**src/rtl/me_pkg.sv**
```systemverilog
// Shared geometry constants and scan-position helpers for the motion-estimation sequencer.
package me_pkg;
    localparam int NPE      = 16;
    localparam int REF_DIM  = 16;
    localparam int SRCH_DIM = 32;
    localparam int CNT_W    = 12;
    localparam int ADDR_R_W = 8;
    localparam int ADDR_S_W = 10;

    localparam logic [CNT_W-1:0] TERMINAL = 12'hFFF;

    typedef struct packed {
        logic [3:0] voff;
        logic [3:0] row;
        logic [3:0] col;
    } scan_pos_t;

    // Search-window row is the reference row shifted down by the vertical offset (0..30).
    function automatic logic [4:0] srch_row(input scan_pos_t p);
        return {1'b0, p.voff} + {1'b0, p.row};
    endfunction
endpackage

```
**src/rtl/me_scan_counter.sv**
```systemverilog
// Scan counter and busy flag; with CONTROL_DONE_PULSE_EN a one-cycle done pulse follows a full scan.
// Start restarts from 0 at any time; reset has priority over start.
module me_scan_counter
    import me_pkg::*;
(
    input  logic             clk_i,
    input  logic             reset_i,
    input  logic             start_i,
`ifdef CONTROL_DONE_PULSE_EN
    output logic             done_o,
`endif
    output logic [CNT_W-1:0] count_o
);
    logic [CNT_W-1:0] count_q, count_d;
    logic             busy_q, busy_d;

    always_comb begin
        count_d = count_q;
        busy_d  = busy_q;
        if (start_i) begin
            count_d = '0;
            busy_d  = 1'b1;
        end else if (busy_q) begin
            if (count_q == TERMINAL) begin
                count_d = '0;
                busy_d  = 1'b0;
            end else begin
                count_d = count_q + 1'b1;
            end
        end
    end

    always_ff @(posedge clk_i) begin
        if (reset_i) begin
            count_q <= '0;
            busy_q  <= 1'b0;
        end else begin
            count_q <= count_d;
            busy_q  <= busy_d;
        end
    end

`ifdef CONTROL_DONE_PULSE_EN
    logic done_q, done_d;

    // A restart landing on the terminal cycle suppresses the pulse.
    assign done_d = busy_q && (count_q == TERMINAL) && !start_i;

    always_ff @(posedge clk_i) begin
        if (reset_i) begin
            done_q <= 1'b0;
        end else begin
            done_q <= done_d;
        end
    end

    assign done_o = done_q;
`endif

    assign count_o = count_q;
endmodule

```
**src/rtl/me_control.sv**
```systemverilog
// Full-search block-matching sequencer: decodes the scan counter into memory addresses and PE controls.
// Optional macro CONTROL_DONE_PULSE_EN adds a registered end-of-scan done pulse.
module me_control
    import me_pkg::*;
(
    input  logic                clk,
    input  logic                reset,
    input  logic                start,
`ifdef CONTROL_DONE_PULSE_EN
    output logic                done,
`endif
    output logic [CNT_W-1:0]    count,
    output logic [ADDR_R_W-1:0] AddressR,
    output logic [ADDR_S_W-1:0] AddressS1,
    output logic [ADDR_S_W-1:0] AddressS2,
    output logic [NPE-1:0]      S1S2mux,
    output logic [NPE-1:0]      newdist,
    output logic [NPE-1:0]      peready,
    output logic                compstart,
    output logic [3:0]          vectorX,
    output logic [3:0]          vectorY
);
    scan_pos_t  pos;
    logic [4:0] row;

    me_scan_counter u_scan_counter (
        .clk_i   (clk),
        .reset_i (reset),
        .start_i (start),
`ifdef CONTROL_DONE_PULSE_EN
        .done_o  (done),
`endif
        .count_o (count)
    );

    assign pos       = scan_pos_t'(count);
    assign row       = srch_row(pos);
    assign AddressR  = {pos.row, pos.col};
    assign AddressS1 = {row, 1'b0, pos.col};
    assign AddressS2 = {row, 1'b1, pos.col};

    // Any nonzero vertical offset means count >= 256: the previous offset's sums are complete.
    assign compstart = (pos.voff != 4'd0);

    // The comparator registers its inputs, so the reported vector lags the scan by one.
    assign vectorX = pos.col  - 4'd1;
    assign vectorY = pos.voff - 4'd1;

    for (genvar i = 0; i < NPE; i++) begin : g_pe
        assign S1S2mux[i] = (pos.col >= 4'(i));
        assign newdist[i] = ({pos.row, pos.col} == 8'(i));
        assign peready[i] = newdist[i] && compstart;
    end
endmodule

```
**config.mk**
```make
export PLATFORM = sky130hd
export DESIGN_NAME = me_control
export DESIGN_NICKNAME = d
export VERILOG_FILES = /design/src/rtl/me_pkg.sv /design/src/rtl/me_scan_counter.sv /design/src/rtl/me_control.sv
export SDC_FILE = /design/constraint.sdc
export NUM_CORES = 1
export LEC_CHECK = 0
export BUFFER_PORTS_ARGS = -buffer_cell sky130_fd_sc_hd__buf_2
export CAP_MARGIN = 15
export CORE_UTILIZATION = 37
export DETAILED_ROUTE_END_ITERATION = 16
export GPL_TIMING_DRIVEN = 0
export PLACE_DENSITY = 0.77
export SLEW_MARGIN = 10
export SYNTH_ARGS = -nofsm -noshare
export SYNTH_HDL_FRONTEND = slang
export SYNTH_SLANG_ARGS = --single-unit
```
**constraint.sdc**
```tcl
create_clock -name clk -period 1.9 [get_ports clk]
set_input_delay 0.38 -clock clk [delete_from_list [all_inputs] [get_ports clk]]
set_output_delay 0.38 -clock clk [all_outputs]
set_load 0.05 [all_outputs]
```
==> key figures, run 1 <==
STA
  – Worst End Pin Type: primary output
  – Worst-slack endpoint at the end of global-route timing repair: AddressS2[9]

Run status
  – Outcome: did not finish
  – Stopped at: global routing (5_1_grt)
  – First error message: [ERROR DPL-0038] Utilization greater than 100%, impossible to legalize

Clock tree
  – Deepest clock path buffer count: 2
  – Hold-fix buffer count after cts: 0
  – H-Tree Level Count: 1
  – Number of clock buffers inserted by TritonCTS: 3
  – Cell at the root of the clock tree: sky130_fd_sc_hd__clkbuf_4
  – Clock sink total: 13

Placement
  – Gp weighted congestion: 0.7655
  – Count of placed standard cells including taps: 336
  – Count of buffers inserted at the top-level ports: 96
  – Post-detail-place hpwl: 3.144 mm

Synthesis
  – Async set-or-reset flop fraction in the synthesized netlist: 0
  – Number of instances in the synthesized netlist: 193
  – Count of distinct cell types in the synthesized netlist: 32
  – Number of synthesis warnings: 0
  – Mapped cell area: 1358 sq um
  – Register bit total from synthesis: 13
  – Portion of the post-synthesis area used by sequential elements: 0.1917
  – Mean post-synth cell area: 7.034 sq um
  – Post-synth EDFFs: 0
  – Most used flip-flop cell after synthesis: sky130_fd_sc_hd__dfxtp_1

Global route
  – Pin count of the biggest net entering global routing: 14

Floorplanning
  – Num ports: 100
  – Die W: 62.57 um
  – Die Y: 62.57 um
  – Row cnt: 21
  – Starting Density: 0.3974
## cell usage after synthesis, types with 2 or more instances
master / n / area, sq um
sky130_fd_sc_hd__nor2_1: 46 / 172.7
sky130_fd_sc_hd__buf_4: 24 / 180.2
sky130_fd_sc_hd__nand2_1: 17 / 63.81
sky130_fd_sc_hd__dfxtp_1: 13 / 260.3
sky130_fd_sc_hd__inv_1: 12 / 45.04
sky130_fd_sc_hd__ha_1: 11 / 137.6
sky130_fd_sc_hd__xor2_1: 9 / 78.83
sky130_fd_sc_hd__xnor2_1: 7 / 61.31
sky130_fd_sc_hd__nand2b_1: 6 / 37.54
sky130_fd_sc_hd__a21o_1: 4 / 30.03
sky130_fd_sc_hd__buf_2: 4 / 20.02
sky130_fd_sc_hd__nand4_1: 4 / 25.02
sky130_fd_sc_hd__nor3_1: 4 / 20.02
sky130_fd_sc_hd__clkbuf_1: 3 / 11.26
sky130_fd_sc_hd__o21a_1: 3 / 22.52
sky130_fd_sc_hd__or3_1: 3 / 18.77
sky130_fd_sc_hd__a21oi_1: 2 / 10.01
sky130_fd_sc_hd__and2_1: 2 / 12.51
sky130_fd_sc_hd__and3_1: 2 / 12.51
sky130_fd_sc_hd__conb_1: 2 / 7.510
sky130_fd_sc_hd__nand3_1: 2 / 10.01
sky130_fd_sc_hd__nor2b_1: 2 / 12.51
sky130_fd_sc_hd__nor4_2: 2 / 25.02
## kinds of logic after synthesis
family,share of synthesized area
AOI/OAI and AO/OA,0.07189
other,0.005532
xor gates and xnor gates,0.1032
and+or+nand+nor,0.3226
adders and majority gates,0.1161
DFF,0.1917
buffers and inverters,0.1889
## through the flow
step                      area (sq um)  worst slack (ns)
after CTS                         3098           -0.2026
after global placement            2474           -0.2052
after floorplan                   1936           -0.1815
after detailed placement          2474           -0.2368
## what timing repair did
item                                    in CTS
buffers inserted                            16
resized for setup                          132
endpoints found under the setup margin      51
pin swaps                                   26
gates cloned                                 0
==> run 2, diff against run 1 <==
--- a/config.mk
+++ b/config.mk
@@ -7,10 +7,11 @@
 export LEC_CHECK = 0
 export BUFFER_PORTS_ARGS = -buffer_cell sky130_fd_sc_hd__buf_2
 export CAP_MARGIN = 15
-export CORE_UTILIZATION = 37
+export CORE_AREA = 2 2 63 65
 export DETAILED_ROUTE_END_ITERATION = 16
+export DIE_AREA = 0 0 65 67
 export GPL_TIMING_DRIVEN = 0
-export PLACE_DENSITY = 0.77
+export PLACE_DENSITY_LB_ADDON = 0.15
 export SLEW_MARGIN = 10
 export SYNTH_ARGS = -nofsm -noshare
 export SYNTH_HDL_FRONTEND = slang
==> constraint.sdc (replaced) <==
create_clock -name clk -period 2.45 [get_ports clk]
set_input_delay 0.49 -clock clk [delete_from_list [all_inputs] [get_ports clk]]
set_output_delay 0.49 -clock clk [all_outputs]
set_load 0.05 [all_outputs]
==> key figures, run 2 <==
Setup path
  – Worst Path Buf+Inv: 3
  – Start-to-end type of the worst setup path: reg2out
  – Max FO, Critical Path: 8
  – Required time at the endpoint of the critical path: 1.96 ns
  – Crit path top cell by count: sky130_fd_sc_hd__buf_4
  – Worst EP arrival: 1.85 ns
  – Critical Path Slowest Stage Cell: sky130_fd_sc_hd__dfxtp_4
  – Cell family with the largest share of critical-path delay: adder cells
  – Delay of the slowest critical-path stage: 0.41 ns
  – Element type at the critical path start: flop
  – Endpoint type of the worst setup path: output pin
  – Sequence of cells on the critical path: ha_1, inv_1, fa_2, nor2b_1, o21ai_0, nand2b_2, buf_4, buf_4

Cells and area
  – Number of flip-flops in the largest register: 12
  – Number of nets in the finished design: 310
  – Ratio of cells with drive above 1 in the final layout: 0.6054
  – Commonest cells after routing, fill and taps aside: sky130_fd_sc_hd__buf_2 (99), sky130_fd_sc_hd__nor2_1 (26), sky130_fd_sc_hd__buf_4 (25)
  – Util after Layout: 0.6027
  – Antenna Cells: 0
  – Area delta synth->final: 60.09%
  – Most frequent standard cell in the layout excluding fill and tap cells: sky130_fd_sc_hd__buf_2
  – Final standard cell area without fillers: 2173 sq um

STA
  – Highest attainable clock frequency: 427.3 MHz
  – Number of failing setup endpoints in the final timing report: 0
  – Share of the cycle needed by the critical path after routing: 0.9551
  – Minimum clock period: 2.340 ns
  – Worst hold slack after final layout: 0.4170 ns
  – Final count of hold timing violations: 0
  – Total negative setup slack: 0 ns
  – Setup Skew: 0.0009059 ns
  – Max-slew violations: 0
  – Unrepaired setup endpoints after global routing: false

Floorplanning
  – Starting Density: 0.3765
  – Num ports: 100
  – Die Y: 67 um
  – Die Area: 4355 sq um
  – Row cnt: 22
  – Die W: 65 um
  – Core Area: 3606 sq um

Synthesis
  – Number of instances in the synthesized netlist: 193
  – Portion of the post-synthesis area used by sequential elements: 0.1917
  – Post-synth top cells: sky130_fd_sc_hd__nor2_1 (46), sky130_fd_sc_hd__buf_4 (24), sky130_fd_sc_hd__nand2_1 (17)
  – Register bit total from synthesis: 13
  – Area contributors post-synth: sky130_fd_sc_hd__dfxtp_1 (19%), sky130_fd_sc_hd__buf_4 (13%), sky130_fd_sc_hd__nor2_1 (13%)
  – Most common cell in the synthesized netlist: sky130_fd_sc_hd__nor2_1
  – Mean post-synth cell area: 7.034 sq um
  – Number of synthesis warnings: 0
  – Async set-or-reset flop fraction in the synthesized netlist: 0
  – Count of distinct cell types in the synthesized netlist: 32
  – Mapped cell area: 1358 sq um
  – Area share of the largest cell type after synthesis: 0.1917
  – Most used flip-flop cell after synthesis: sky130_fd_sc_hd__dfxtp_1
  – Most area-hungry cell type in the Yosys netlist: sky130_fd_sc_hd__dfxtp_1
  – Post-synth EDFFs: 0

Placement
  – Post-placement cell area: 2096 sq um
  – Count of buffers inserted at the top-level ports: 96
  – Gp weighted congestion: 0.6901
  – Post-detail-place hpwl: 3.025 mm

Clock tree
  – Clock sink total: 13
  – CTS resizes: 2
  – Number of buffers added for setup after CTS: 0
  – Reg clk slew, reported paths: 0.05 ns
  – H-Tree Level Count: 1
  – TritonCTS clock tree: built
  – Skew-Pair Late Insertion Delay: 0.24 ns
  – Hold-fix buffer count after cts: 0
  – Number of clock buffers inserted by TritonCTS: 3
  – Cell at the root of the clock tree: sky130_fd_sc_hd__clkbuf_8
  – Deepest clock path buffer count: 2

Detailed routing
  – ANT nets after route: 0
  – Number of detailed-routing iterations run before antenna repair: 4
  – Remaining DRCs: 0
  – Drt first-iter violations: 50
  – Routed via count divided by cell count: 4.424
  – Wirelength per Cell: 11.06 um
  – Number of vias after detailed routing: 1513
  – Total Wirelength: 3.784 mm

Power
  – Worst vdd ir: 0.3069 mV
  – LEAKAGE: 1.232 nW
  – Overall Power: 0.5077 mW
  – Cell Pwr Density: 233.6 nW/um^2

Run status
  – Outcome: finished clean

Global route
  – Pin count of the biggest net entering global routing: 14
  – GRT Util Overall: 0.1699
  – Global-route wire length before repair: 5.996 mm
  – Number of global-route vias before repair: 1285
  – Global-route congestion overflow total: 0
  – Number of antenna violations at the first check in global routing: 0

Flow run
  – Reported max-cap violation count: 0

Hold path
  – HP Class: in2reg
run 2: per-layer routing:
| metal | wire length (um) | global-route usage | vias to the layer above |
|---|---|---|---|
| li1 | - | - | 793 |
| met1 | 1732 | 0.2244 | 664 |
| met2 | 1777 | 0.2887 | 52 |
| met3 | 250 | 0.02196 | 4 |
| met4 | 25 | 0.04787 | 0 |
| met5 | 0 | 0 | - |
run 2: area by class of cell:
class / instances / area [sq um]
fill: 334 / 1433
multi-input combinational: 138 / 1044
buffer: 31 / 211.5
tap: 48 / 60.06
clock buffer: 4 / 45.04
inverter: 12 / 48.80
timing repair buffer: 96 / 483.0
sequential: 13 / 281.5
run 2: cell families (layout without fill, tap and decap cells):
family / after synthesis / after routing / share of synthesized area
other cells: 2 / 3 / 0.005532
xor+xnor: 16 / 16 / 0.1032
fa+ha+maj: 12 / 12 / 0.1161
simple gates: 93 / 93 / 0.3226
buf+inv: 43 / 143 / 0.1889
compound gates: 14 / 14 / 0.07189
flops: 13 / 13 / 0.1917
run 2: worst paths after layout:
check | start | end | slack [ns] | cells after the start
worst min register to register | u_scan_counter.count_o[0] | u_scan_counter.count_o[0] | 0.58 | 1
worst max-delay path | u_scan_counter.count_o[4] | AddressS2[9] | 0.11 | 8
worst min-delay path | reset | u_scan_counter.busy_q | 0.42 | 2
worst max register to register | u_scan_counter.count_o[0] | u_scan_counter.count_o[1] | 0.88 | 6
run 2: worst register-to-register path, cell delays in order, from the launching register on:
cell and delay (ns):
sky130_fd_sc_hd__dfxtp_2 0.43, sky130_fd_sc_hd__ha_1 0.17, sky130_fd_sc_hd__buf_2 0.21, sky130_fd_sc_hd__and3_2 0.25, sky130_fd_sc_hd__nand2_1 0.06, sky130_fd_sc_hd__o21ai_1 0.21
sky130_fd_sc_hd__o32ai_1 0.12
run 2: where the power goes:
part | internal (mW) | total [mW] | switching [mW] | leakage (nW)
logic | 0.0235 | 0.101 | 0.0772 | 1.10
registers | 0.210 | 0.215 | 0.00520 | 0.111
clock network | 0.115 | 0.192 | 0.0773 | 0.0228
total | 0.348 | 0.508 | 0.160 | 1.23
run 2: per-stage QoR:
step / cells / setup slack [ns]
after floorplan: 194 / -0.1693
after global placement: 338 / 0.2199
after detailed placement: 338 / 0.2073
after CTS: 342 / -0.06329
after global routing: 342 / 0.001656
final: 342 / 0.1099
Power figures use the tool's default switching activity.
